File: src/rtl/pipes_pkg.sv
// Shared fetch-stage types: bus request/response, exception codes, fetch FSM
// states and the fetch output bundle reused by the decode pipeline register.
package pipes_pkg;

  localparam int XLEN = 64;
  localparam int ILEN = 32;

  typedef logic [XLEN-1:0] addr_t;
  typedef logic [ILEN-1:0] instr_t;

  typedef enum logic {
    NOEX       = 1'b0,
    INSTR_ADDR = 1'b1
  } exception_t;

  typedef enum logic [1:0] {
    IDLE = 2'd0,
    REQ  = 2'd1,
    OUT  = 2'd2,
    DROP = 2'd3
  } fetch_state_t;

  typedef struct packed {
    logic  valid;
    addr_t addr;
  } ibus_req_t;

  typedef struct packed {
    logic   addr_ok;
    logic   data_ok;
    instr_t data;
  } ibus_resp_t;

  typedef struct packed {
    logic       valid;
    instr_t     instr;
    addr_t      pc;
    exception_t ex;
  } fetch_out_t;

endpackage

File: src/rtl/sat_counter.sv
// Saturating up-counter for performance statistics; clr wins over inc and the
// count sticks at all-ones instead of wrapping.
module sat_counter #(
  parameter int W = 32
) (
  input  logic         clk,
  input  logic         rst_n,
  input  logic         inc_i,
  input  logic         clr_i,
  output logic [W-1:0] q_o
);

  logic [W-1:0] cnt_q, cnt_d;

  always_comb begin
    cnt_d = cnt_q;
    if (clr_i) begin
      cnt_d = '0;
    end else if (inc_i && !(&cnt_q)) begin
      cnt_d = cnt_q + 1'b1;
    end
  end

  always_ff @(posedge clk or negedge rst_n) begin
    if (!rst_n) begin
      cnt_q <= '0;
    end else begin
      cnt_q <= cnt_d;
    end
  end

  assign q_o = cnt_q;

endmodule

File: src/rtl/ifetch_ctrl.sv
// Fetch-stage bus sequencer: one ibus transaction per PC, registered result
// handed downstream with a valid/stall handshake, redirects drain in-flight reads.
module ifetch_ctrl
  import pipes_pkg::*;
#(
  parameter int XLEN  = pipes_pkg::XLEN,
  parameter int ILEN  = pipes_pkg::ILEN,
  parameter int CNT_W = 32
) (
  input  logic             clk,
  input  logic             resetn,
  input  logic             fetch_en,
  input  logic [XLEN-1:0]  pc,
  input  logic             stall,
  input  logic             flush,
  output ibus_req_t        ireq,
  input  ibus_resp_t       iresp,
  output logic             out_valid,
  output logic [ILEN-1:0]  out_instr,
  output logic [XLEN-1:0]  out_pc,
  output exception_t       out_ex,
  output logic             pc_advance,
  output logic [CNT_W-1:0] wait_cycles,
  output fetch_state_t     dbg_state_o
);

  // Handshake: out_valid marks a registered result; downstream consumes it in a
  // cycle where stall=0, signalled back to the PC register by pc_advance.
  fetch_state_t state_q, state_d;
  addr_t        req_addr_q, req_addr_d;
  fetch_out_t   out_q, out_d;
  logic         unused_addr_ok;

  always_comb begin
    state_d    = state_q;
    req_addr_d = req_addr_q;
    out_d      = out_q;
    unique case (state_q)
      IDLE: begin
        if (!flush && fetch_en) begin
          if (pc[1:0] == 2'b00) begin
            req_addr_d = pc;
            state_d    = REQ;
          end else begin
            out_d.instr = '0;
            out_d.pc    = pc;
            out_d.ex    = INSTR_ADDR;
            state_d     = OUT;
          end
        end
      end
      REQ: begin
        if (flush) begin
          state_d = iresp.data_ok ? IDLE : DROP;
        end else if (iresp.data_ok) begin
          out_d.instr = iresp.data;
          out_d.pc    = req_addr_q;
          out_d.ex    = NOEX;
          state_d     = OUT;
        end
      end
      OUT: begin
        if (flush || !stall) begin
          state_d = IDLE;
        end
      end
      DROP: begin
        // The bus cannot abort, so keep the request up until the stale data returns.
        if (iresp.data_ok) begin
          state_d = IDLE;
        end
      end
      default: state_d = IDLE;
    endcase
    out_d.valid = (state_d == OUT);
  end

  always_ff @(posedge clk or negedge resetn) begin
    if (!resetn) begin
      state_q    <= IDLE;
      req_addr_q <= '0;
      out_q      <= '{valid: 1'b0, instr: '0, pc: '0, ex: NOEX};
    end else begin
      state_q    <= state_d;
      req_addr_q <= req_addr_d;
      out_q      <= out_d;
    end
  end

  sat_counter #(.W(CNT_W)) u_wait_cnt (
    .clk   (clk),
    .rst_n (resetn),
    .inc_i ((state_q == REQ) || (state_q == DROP)),
    .clr_i (1'b0),
    .q_o   (wait_cycles)
  );

  assign ireq.valid     = (state_q == REQ) || (state_q == DROP);
  assign ireq.addr      = req_addr_q;
  assign out_valid      = out_q.valid;
  assign out_instr      = out_q.instr;
  assign out_pc         = out_q.pc;
  assign out_ex         = out_q.ex;
  assign pc_advance     = (state_q == OUT) && !stall && !flush;
  assign dbg_state_o    = state_q;
  assign unused_addr_ok = iresp.addr_ok;

endmodule

File: config.mk
export PLATFORM = sky130hd
export DESIGN_NAME = ifetch_ctrl
export DESIGN_NICKNAME = d
export VERILOG_FILES = /design/src/rtl/pipes_pkg.sv /design/src/rtl/sat_counter.sv /design/src/rtl/ifetch_ctrl.sv
export SDC_FILE = /design/constraint.sdc
export NUM_CORES = 1
export LEC_CHECK = 0
export CORE_ASPECT_RATIO = 0.9
export CORE_MARGIN = 4
export CORE_UTILIZATION = 45
export CTS_CLUSTER_DIAMETER = 150
export DETAILED_ROUTE_END_ITERATION = 12
export HOLD_SLACK_MARGIN = 0.1
export PLACE_DENSITY = 0.81
export SKIP_LAST_GASP = 1
export SLEW_MARGIN = 25
export SYNTH_ARGS = -nofsm -noshare
export SYNTH_HDL_FRONTEND = slang
export SYNTH_SLANG_ARGS = --single-unit
File: constraint.sdc
create_clock -name clk -period 2.5 [get_ports clk]
set_input_delay 0.25 -clock clk [delete_from_list [all_inputs] [get_ports clk]]
set_output_delay 0.25 -clock clk [all_outputs]
set_load 0.05 [all_outputs]
**Yosys cells after proc, flatten, opt, wreduce, memory -nomap -nowiden**

Index checks and enable logic that the tools add are counted.

- Reductions and logical operators: 15
- Eq/ne operators: 8
- Add/subtract/negate cells: 1
- Muxes and demuxes: 13

Operator list:

| operator | number |
|---|---|
| 2-to-1 mux 97 bit | 4 |
| case mux 97 bit (2 select lines) | 1 |
| adder 32 x 1 -> 32 bit (second input constant) | 1 |
| AND reduction 32 bit | 1 |
| 2-to-1 mux 2 bit | 7 |
| inequality test 2 bit (second input constant) | 4 |
| case mux 2 bit (4 select lines) | 1 |
| equality test 2 bit (second input constant) | 3 |
| AND reduction 5 bit | 1 |
| logical AND 1 bit | 4 |
| zero test 2 bit | 2 |
| zero test 1 bit | 3 |
| AND reduction 3 bit | 1 |
| equality test 2 x 1 -> 1 bit (second input constant) | 1 |
| logical OR 1 bit | 2 |
| nonzero test 2 bit | 1 |

- Output and inout port bits: 198
- Word-level logic and storage cells: 44
- Register bits after elaboration: 196

**Logic depth before layout (Yosys ltp)**

Gate-level depths: netlist of the first run.

- Depth in word-level cells: 5
- Depth in mapped cells: 8

**Hierarchy**

From an unflattened synthesis of the first run, not the netlist that was laid out.

- Cells, all modules: 690
- Area, all modules: 9258.9 um2

By module, submodules not included:

| module | cells each | seq. area each (um2) | times used | area an instance (um2) |
|---|---|---|---|---|
| ifetch_ctrl | 500 | 4103.9 | 1 | 7393.3 |
| sat_counter | 190 | 800.8 | 1 | 1865.5 |

**Least setup slack after synthesis of the first run**

Ideal clock, no wire load.

- Path type: reg-to-output
- From: register state_q[0] (netlist: dbg_state_o[0])
- To: output port pc_advance
- Path slack: -0.252 ns
- Arrival: 2.502 ns
- Buffers on the path: 1
- Stages on the path, launching flop included: 3
- Required time: 2.250 ns
- Cell sequence: dfrtp_1 > buf_2 > nor4b_1

- Longest elaborated chain between the ends: 3

Ends and longest elaborated chain:

| element | RTL line | text |
|---|---|---|
| start, declared | ifetch_ctrl.sv:29 | `fetch_state_t state_q, state_d;` |
| start signal, assigned | ifetch_ctrl.sv:84 | `state_q <= state_d;` |
| equality test 2 bit | ifetch_ctrl.sv:104 | `assign pc_advance = (state_q == OUT) && !stall && !flush;` |
| logical AND 1 bit (2 in a row) | ifetch_ctrl.sv:104 |  |
| end, declared | ifetch_ctrl.sv:22 | `output logic pc_advance,` |

Every way passes these cells.

**Final worst setup path of the first run**

- From: register u_wait_cnt.cnt_q[25] (netlist: u_wait_cnt.q_o[25])
- To: register u_wait_cnt.cnt_q[29] (netlist: u_wait_cnt.q_o[29])

- Longest elaborated chain between the ends: 3
- Elaborated cells on any way between the ends: 4
- Classes of those cells: add/sub: 1; reduce/logical: 3

Ends and longest elaborated chain:

| element | RTL line | text |
|---|---|---|
| start, declared | sat_counter.sv:13 | `logic [W-1:0] cnt_q, cnt_d;` |
| start signal, assigned | sat_counter.sv:28 | `cnt_q <= cnt_d;` |
| branches (longest 3 deep; another with adder 32 x 1 -> 32 bit) | -- |  |

Parallel ways; which one is timed is not known.
A chain may end at the register's enable or synchronous reset.

==> reports/metrics.cfg, run 1 <==
[status]
status = complete, no violations

[final_layout]
layout-drive-gt1-share_pct = 12.85
n_antenna_cell = 0
post-route-util_pct = 68.68
final_cells = 1213
filler_cell_count = 1371
syn2layout_area_growth_pct = 49.04
final_nets = 1064

[clock_network]
ctsHtreeMaxLevel = 4
clk_latency_ps = 430
clock_path_buffers = 2
cts_hold_buf = 1
cts_resized = 0
clock-sinks = 196
postCtsSetupRepairBufs = 0
path_clk_slew_ps = 80
cts_tree = yes
cts_buffers = 17
cts_root_buf = clkbuf_16

[setup_path]
crit_arrival_ps = 2600
worst-endpoint-required_ps = 2810
crit_path_top_delay_cell = or4_1
worstSetupStartpoint = u_wait_cnt.q_o[25]$_DFFE_PN0P_
slowest_delay_ps = 740
rr_startpoint = u_wait_cnt.q_o[25]$_DFFE_PN0P_
critPathMaxFanout = 9
path_class = flop to flop
ff2ff_setup_slack_ps = 210
cp-end-kind = flop
path_cells = nand4_2, or4_1, o31ai_4, nor3_1, xor2_1
crit_path_start_kind = flop

[synthesis]
synth_compound_gate_area_share_pct = 8.730
synth_top_family_by_area = multiplexers
ys_warn_count = 0
yosys.area_share.adder_pct = 0.1532
synth_top_area_share_pct = 60.04
syn_inst = 664
synthSimpleGateAreaFrac_pct = 9.159
syn_avg_cell_area_um2 = 12.30
seq_area_frac_synth_pct = 60.04
synthXorXnorAreaFrac_pct = 3.109
synth_top_area_cell = dfrtp_1
syn_nets = 768
synth_cell_types = 37
ys_ff_latch = 196
syn_area_mm2 = 0.008169
ys_top_cells_by_area = dfrtp_1, mux2_2, mux2i_1
synth.area.mux_share_pct = 16.66

[timing]
post-route-period-util_pct = 91.62
max_freq_mhz = 436.6
setup_viol = 0
relSlewSlack_pct = 61.05
final.setup_skew_ps = 10.08
rsz0062_at_grt = no
hold_slack_ps = 323.2
slew_violations = 0
final-hold-violation-count = 0
setup_tns_ps = 0
finalCriticalPeriod_ps = 2290
worst_pin_slew_ps = 578.9

[place]
port_buffers = 299
dp_hpwl_mm = 16.20
dp.cells = 1180
gp_congestion = 0.8473

[floorplanning]
initial_core_util_pct = 46.08
rows = 46
die_y_um = 135.8
fp.dieW_um = 150.0
core-area_mm2 = 0.01773
dieArea_mm2 = 0.02038
ioPinCount = 301

[power_and_ir_drop]
powerDensity_mw_per_mm2 = 994.8
p_sw_share_pct = 41.88
vdd.ir_drop.worst_uv = 643.4
p_switching_uw = 5072
leakagePower_uw = 0.005262
total_power_uw = 12110
pwr-share-clk_pct = 23.3
combPwrFrac_pct = 41.4
seq_power_share_pct = 35.3
intPower_uw = 7040

[grt]
grt_pass1_wl_mm = 34.64
grt-ovfl-total = 0
grt_pass1_vias = 6294
antenna_found_initial = 0
track_usage_pct = 21.91
grt_max_degree = 80

[routing]
dr.pass1.iters = 4
viasPerCell = 5.192
drc = 0
wl_mm = 22.12
wl_per_cell_um = 18.23
vias = 6298
drtIter0Drc = 270
ant_nets = 0

[worst_hold_path]
hp-class = primary input to async pin

[flow_run]
drv_cap = 0

[cells in the final DEF, fill, tap and decap left out, types with 3 or more instances in the layout]
cell	Yosys	layout
o21ai_0	68	68
nand4_1	6	6
dfrtp_1	196	196
nand3_1	12	12
inv_6	0	6
mux2i_1	64	64
clkdlybuf4s50_1	0	297
nor2_1	19	19
buf_12	0	8
and3_1	5	5
a22o_1	32	32
and2_1	4	4
buf_4	1	9
xor2_1	23	23
inv_1	4	4
clkinv_8	0	3
clkbuf_16	0	17
nor3_1	10	10
nand2_1	82	80
nor4_1	4	4
xnor2_1	6	6
mux2_2	64	64
[cells by family after synthesis]
| group | Yosys count |
|---|---|
| xor gates and xnor gates | 29 |
| DFF | 196 |
| muxes | 128 |
| AOI/OAI and AO/OA | 109 |
| adders and majority gates | 1 |
| and+or+nand+nor | 158 |
| buffers and inverters | 43 |
[critical path: cells and delay by family, from the launching register on]
| kind | cells | cell delay (ps) |
|---|---|---|
| compound gates | 1 | 520 |
| xor+xnor | 1 | 160 |
| flops | 1 | 440 |
| simple gates | 3 | 1050 |
[per-layer routing]
| metal | GRT usage [%] | wire [µm] | vias up |
|---|---|---|---|
| met3 | 7.233 | 1944 | 32 |
| met2 | 36.25 | 10740 | 215 |
| met4 | 6.860 | 424 | 0 |
| li1 | - | - | 2940 |
| met5 | 0 | 0 | - |
| met1 | 27.44 | 9005 | 3111 |
[area by class of cell]
type	instances	area (µm²)	area share [%]
Tap cell	240	300.3	2.466
Clock inverter	14	177.7	1.459
Timing Repair Buffer	316	3224	26.48
Sequential cell	196	4905	40.28
Clock buffer	18	439.2	3.607
Multi-Input combinational cell	425	3114	25.58
Inverter	4	15.01	0.1233
[power by group through the flow]
stage          Clock (µW)  Sequential (µW)  Combinational (µW)
6_report             2820             4280                5010
5_1_grt              3040             4380                5220
4_1_cts              2900             4290                5060
3_5_place_dp            0             4350                5050
3_3_place_gp            0             4310                4990
2_1_floorplan           0             6690                 726
[flip-flops by register name, summed over array words and instances, names as in the netlist]
register	count
out_pc	64
out_valid	1
out_instr	32
req_addr_q	64
out_ex	1
dbg_state_o	2
u_wait_cnt.q_o	32
[per-stage QoR]
stage          setup WS (ps)  area [µm²]
4_1_cts                206.7       12180
3_5_place_dp           225.5       11550
6_report               209.5       12180
2_1_floorplan          141.8        8175
5_1_grt                121.7       12180
3_3_place_gp           252.7       11550
[path summary, 6_finish.rpt]
path,to,cells after the start
hold reg to reg,out_pc[16]$_DFFE_PN0P_,2
hold / removal,u_wait_cnt.q_o[22]$_DFFE_PN0P_,2
max in group asynchronous,out_instr[17]$_DFFE_PN0P_,3
setup / recovery,u_wait_cnt.q_o[29]$_DFFE_PN0P_,5
min in group clk,out_instr[9]$_DFFE_PN0P_,2
setup reg to reg,u_wait_cnt.q_o[29]$_DFFE_PN0P_,5
[synthesized netlist by cell type]
| library cell | n |
|---|---|
| or4b_1 | 1 |
| nor2b_1 | 2 |
| o21a_1 | 1 |
| nor3_1 | 10 |
| buf_2 | 8 |
| nand2_1 | 82 |
| nor2_1 | 19 |
| and3_1 | 5 |
| clkbuf_1 | 29 |
| a21o_1 | 2 |
| ha_1 | 1 |
| nand4_2 | 1 |
| xor2_1 | 23 |
| a21boi_0 | 2 |
| inv_1 | 4 |
| buf_4 | 1 |
| nand4_1 | 6 |
| or4_1 | 2 |
| xnor2_1 | 6 |
| a22o_1 | 32 |
| nor4_1 | 4 |
| buf_1 | 1 |
| nand3_1 | 12 |
| o31ai_4 | 2 |
| nor4b_1 | 2 |
| nor4_4 | 1 |
| and4_1 | 1 |
| dfrtp_1 | 196 |
| o21ai_0 | 68 |
| or2_2 | 2 |
| mux2i_1 | 64 |
| mux2_2 | 64 |
| and3b_1 | 1 |
| a31oi_1 | 2 |
| nor3b_1 | 2 |
| and2_1 | 4 |
| nand2b_1 | 1 |
No activity file was read; power rests on OpenSTA's default activity.
==> run 2, diff against run 1 <==
Settings changed: CORE_UTILIZATION 45 to 47, SYNTH_HIERARCHICAL set to 1.
==> reports/metrics.cfg, run 2 <==
[timing]
setup_tns_ps = 0
post-route-period-util_pct = 86.24
slew_violations = 0
hold_slack_ps = 356.4
rsz0062_at_grt = no
final-hold-violation-count = 0
max_freq_mhz = 463.8
finalCriticalPeriod_ps = 2156
relSlewSlack_pct = 60.27
setup_viol = 0
setup_ws_ps = 344.0
worst_pin_slew_ps = 594.1
final.setup_skew_ps = 19.67

[synthesis]
synth_top_area_cell = dfrtp_1
ys_top_cells_by_area = dfrtp_1, mux2_2, mux2_4
async_flop_share_pct = 100.0
synthTopCellsByCount = dfrtp_1, mux2_2, mux2_4
synth_top_area_share_pct = 52.97
syn_avg_cell_area_um2 = 13.42
ys_warn_count = 6
synth_edf_count = 0
syn_area_mm2 = 0.009259
synth_flop_cell = dfrtp_1
synth_cell_types = 52
synth.most_common_cell = dfrtp_1
seq_area_frac_synth_pct = 52.97
ys_ff_latch = 196
syn_inst = 690

[floorplanning]
initial_core_util_pct = 48.03
rows = 48
fp.dieW_um = 155.9
core-area_mm2 = 0.01928
die_y_um = 141.2
ioPinCount = 301
dieArea_mm2 = 0.02201

[setup_path]
critPathMaxFanout = 17
crit_buf_inv = 1
worstSetupEndpoint = u_wait_cnt/q_o[9]$_DFFE_PN0P_
cp-end-kind = flop
worstSetupStartpoint = u_wait_cnt/q_o[0]$_DFFE_PN0P_
r2r_end = u_wait_cnt/q_o[9]$_DFFE_PN0P_
critical_path.top_delay_family = simple AND/OR/NAND/NOR gates
crit_path_top_delay_cell = or4_1
r2r_cells = 7
path_class = flop to flop
rr_startpoint = u_wait_cnt/q_o[0]$_DFFE_PN0P_
ff2ff_setup_slack_ps = 340
worst-endpoint-required_ps = 2850
crit_arrival_ps = 2510
cp_num_cells = 7
path_cells = ha_1, nand3_1, or2_1, o41ai_4, buf_4, or4_1, a21oi_1
crit_path_start_kind = flop
slowest_delay_ps = 510

[power_and_ir_drop]
total_power_uw = 12900
vdd.ir_drop.worst_uv = 700.1
leakagePower_uw = 0.005620
powerDensity_mw_per_mm2 = 974.1

[final_layout]
final_nets = 1106
syn2layout_area_growth_pct = 43.03
n_antenna_cell = 0
post-route-util_pct = 68.69
layout-drive-gt1-share_pct = 26.01
layout_common_cells = clkdlybuf4s50_1, dfrtp_1, mux2_2, mux2_4, nand2_1
final_common_cell = clkdlybuf4s50_1

[routing]
drc = 0
wl_mm = 24.38
wl_per_cell_um = 19.27
viasPerCell = 5.194
vias = 6571
dr.pass1.iters = 4
drtIter0Drc = 368
ant_nets = 0

[grt]
grt-ovfl-total = 0
grt_max_degree = 98
antenna_found_initial = 0
grt_pass1_wl_mm = 38.25
track_usage_pct = 22.00
grt_pass1_vias = 6986

[clock_network]
path_clk_slew_ps = 80
clk_latency_ps = 440
postCtsSetupRepairBufs = 0
cts_root_buf = clkbuf_16
clock_path_buffers = 2
cts_buffers = 17
cts_tree = yes
clock-sinks = 196
ctsHtreeMaxLevel = 4

[place]
pre_cts_ws_ps = 96.70
port_buffers = 299
gp_congestion = 0.7920
dp_hpwl_mm = 17.36

[worst_hold_path]
hp-class = primary input to flop

[status]
status = complete, no violations

[flow_run]
drv_cap = 0

run 2: cell count changes in the layout (fill, tap and decap cells not counted), moves of 8 or more:
cell and delta:
or4_1 +12, a21oi_1 +19, inv_1 +35, nor3_1 -9, o21ai_0 -61, nand2_1 -30
mux2i_1 -31, o31ai_1 +10, a22o_1 -32, mux2_2 +68, xor2_1 -16, or3_1 +8
mux2_4 +59
run 2: layer usage:
| layer | part of all wire [%] | up-vias | GRT usage, % |
|---|---|---|---|
| met2 | 49 | 231 | 36.27 |
| met5 | 0 | - | 0 |
| met1 | 39 | 3250 | 25.98 |
| li1 | - | 3066 | - |
| met4 | 1.5 | 0 | 5.850 |
| met3 | 11 | 24 | 10.34 |
run 2: power by group:
group	internal [µW]	switching, µW	total [µW]
combinational	2200	3560	5760
sequential	3890	467	4360
clock	1360	1420	2780
total	7450	5450	12900
run 2: kinds of logic after synthesis:
logic type,count (synthesis),share of synthesized area (%)
fa+ha+maj,1,0.1351
other cells,1,0.04050
flops,196,52.97
simple gates,130,8.324
compound gates,53,3.838
buf+inv,76,4.649
mux,224,29.19
xor+xnor,9,0.8514
run 2: area by class of cell:
class                           instances  area [µm²]
Clock inverter                         15       183.9
Tap cell                              250       312.8
Timing Repair Buffer                  324        3297
Sequential cell                       196        4905
Multi-Input combinational cell        424        3973
Inverter                               39       146.4
Clock buffer                           17       425.4
Fill cell                            1367        6036
run 2: worst min path at each step:
stage	start	endpoint	slack [ps]	cells past startpoint
6_report	iresp[20]	out_instr[20]$_DFFE_PN0P_	360	3
5_1_grt	iresp[11]	out_instr[11]$_DFFE_PN0P_	350	3
4_1_cts	iresp[20]	out_instr[20]$_DFFE_PN0P_	340	3
3_5_place_dp	resetn	u_wait_cnt/q_o[22]$_DFFE_PN0P_	300	1
3_3_place_gp	resetn	u_wait_cnt/q_o[20]$_DFFE_PN0P_	300	1
2_1_floorplan	resetn	dbg_state_o[0]$_DFF_PN0_	-50	0
run 2: repair_timing:
| action | CTS | global route |
|---|---|---|
| hold buffers | 1 | 0 |
| setup endpoints to repair | 0 | 0 |
| hold endpoints to repair | 63 | 0 |
| gates resized for setup | 0 | 0 |
run 2: stage by stage:
stage | instances | instance area (µm²)
after global routing | 1265 | 13240
after detailed placement | 1232 | 12620
after CTS | 1265 | 13240
final | 1265 | 13240
after floorplan | 696 | 9288
after global placement | 1232 | 12620
run 2: worst reg2reg max path, delay by kind of cell, from the launching register on:
family	cells	cell delay, ps
AO/OA/AOI/OAI	2	250
buffers and inverters	1	210
AND/OR/NAND/NOR	3	940
flip-flops	1	420
adder cells (fa/ha/maj)	1	270
==> run 3, diff against run 2 <==
Settings changed: CORE_MARGIN 4 to 8.
==> reports/metrics.cfg, run 3 (synthesized netlist as in run 2, its figures left out) <==
[status]
status = complete, no violations

[routing]
drtIter0Drc = 253
viasPerCell = 5.179
drc = 0
ant_nets = 0
wl_per_cell_um = 20.19
dr.max_layer_used = met4
route.met2.wl_mm = 12.19
dr.pass1.iters = 4
wl_met3_mm = 2.925
vias = 6541
wl_met1_mm = 9.882
wl_mm = 25.50

[timing]
slew_violations = 0
final.setup_skew_ps = 10.26
worst_pin_slew_ps = 633.7
relSlewSlack_pct = 57.62
max_freq_mhz = 454.9
rsz0062_at_grt = no
hold_slack_ps = 353.6
final-hold-violation-count = 0
setup_tns_ps = 0
post-route-period-util_pct = 87.92
setup_viol = 0
finalCriticalPeriod_ps = 2198

[clock_network]
cts_tree = yes
cts_root_buf = clkbuf_16
clock_path_buffers = 2
cts_resized = 0
clk_latency_ps = 430
clock-sinks = 196
path_clk_slew_ps = 70
cts_buffers = 17
cts_hold_buf = 1
postCtsSetupRepairBufs = 0
ctsHtreeMaxLevel = 4

[final_layout]
final_common_cell = clkdlybuf4s50_1
multi_input_area_mm2 = 0.003973
syn2layout_area_growth_pct = 42.38
regArea_mm2 = 0.004905
filler_cell_count = 1387
layout_common_cells = clkdlybuf4s50_1, dfrtp_1, mux2_2, mux2_4, nand2_1
final_cells = 1263
final_nets = 1104
final_cell_area_mm2 = 0.01318
layout-drive-gt1-share_pct = 25.77
post-route-util_pct = 68.38
n_antenna_cell = 0

[floorplanning]
dieArea_mm2 = 0.02445
rows = 48
initial_core_util_pct = 48.03
die_y_um = 149.2
fp.dieW_um = 163.9
core-area_mm2 = 0.01928
ioPinCount = 301

[flow_run]
drv_cap = 0

[setup_path]
r2r_end = out_instr[22]$_DFFE_PN0P_
cp-end-kind = flop
crit_arrival_ps = 2530
path_cells = or4b_4, o21ai_4, buf_12, buf_4, mux2i_1
rr_startpoint = dbg_state_o[1]$_DFF_PN0_
crit_path_top_delay_cell = or4b_4
critPathMaxFanout = 51
path_class = flop to flop
ff2ff_setup_slack_ps = 300
r2r_cells = 5
crit_path_start_kind = flop
slowest_delay_ps = 590
worst-endpoint-required_ps = 2840

[grt]
antenna_found_initial = 0
grt_pass1_wl_mm = 39.10
track_usage_pct = 20.66
grt-ovfl-total = 0
grt_max_degree = 64
grt_pass1_vias = 6945

[place]
dp_hpwl_mm = 18.48
placedInstanceArea_mm2 = 0.01260
port_buffers = 299
dp.cells = 1230
gp_congestion = 0.7942

[power_and_ir_drop]
powerDensity_mw_per_mm2 = 976.5
leakagePower_uw = 0.005600
vdd.ir_drop.worst_uv = 817.0

[worst_hold_path]
hp-class = primary input to async pin

-- run 3: changes by cell type in the layout (fill, tap and decap cells not counted), sizes merged --
| cell | delta |
|---|---|
| clkbuf | +3 |
| clkinv | -3 |
| buf | -2 |
| bufinv | +1 |
| inv | -1 |
-- run 3: worst max-delay path by stage --
| stage | end | from | slack (ps) | cells past startpoint |
|---|---|---|---|---|
| floorplan | u_wait_cnt/q_o[30]$_DFFE_PN0P_ | dbg_state_o[0]$_DFF_PN0_ | 120 | 6 |
| global placement | out_instr[20]$_DFFE_PN0P_ | flush | 160 | 6 |
| detailed placement | out_instr[22]$_DFFE_PN0P_ | flush | 100 | 6 |
| CTS | out_instr[22]$_DFFE_PN0P_ | dbg_state_o[1]$_DFF_PN0_ | 280 | 5 |
| global route | u_wait_cnt/q_o[25]$_DFFE_PN0P_ | u_wait_cnt/q_o[0]$_DFFE_PN0P_ | 180 | 7 |
| finish | out_instr[22]$_DFFE_PN0P_ | dbg_state_o[1]$_DFF_PN0_ | 300 | 5 |
-- run 3: power breakdown --
group,total [µW],switching [µW],internal (µW),leakage [µW]
combinational,5780,3590,2190,0.00284
sequential,4380,480,3900,0.00248
clock,2710,1260,1450,0.000283
total,12900,5340,7540,0.00560
-- run 3: per-layer routing --
| metal | vias up | track usage (%) |
|---|---|---|
| met2 | 208 | 33.59 |
| li1 | 3063 | - |
| met5 | - | 0 |
| met1 | 3242 | 23.14 |
| met4 | 0 | 5.949 |
| met3 | 28 | 11.18 |
-- run 3: layout make-up --
cell class	instances	share of cell area [%]
inverter	39	1.110
clock buffer	20	3.464
tap	250	2.373
clock inverter	12	0.9112
multi-input combinational	424	30.13
timing repair buffer	322	24.80
sequential	196	37.21
-- run 3: through the flow --
| step | setup slack [ps] | power (µW) |
|---|---|---|
| final | 301.9 | 12870 |
| after global routing | 176.5 | 13380 |
| after CTS | 275.4 | 13010 |
| after detailed placement | 95.46 | 10240 |
| after global placement | 163.7 | 10150 |
| after floorplan | 116.4 | 8047 |
-- run 3: worst max-delay path: cells and delay by family (launching register included) --
family / cells / cell delay, ps
AO/OA/AOI/OAI: 1 / 210
buffers and inverters: 2 / 590
flip-flops: 1 / 460
multiplexers: 1 / 230
AND/OR/NAND/NOR: 1 / 590
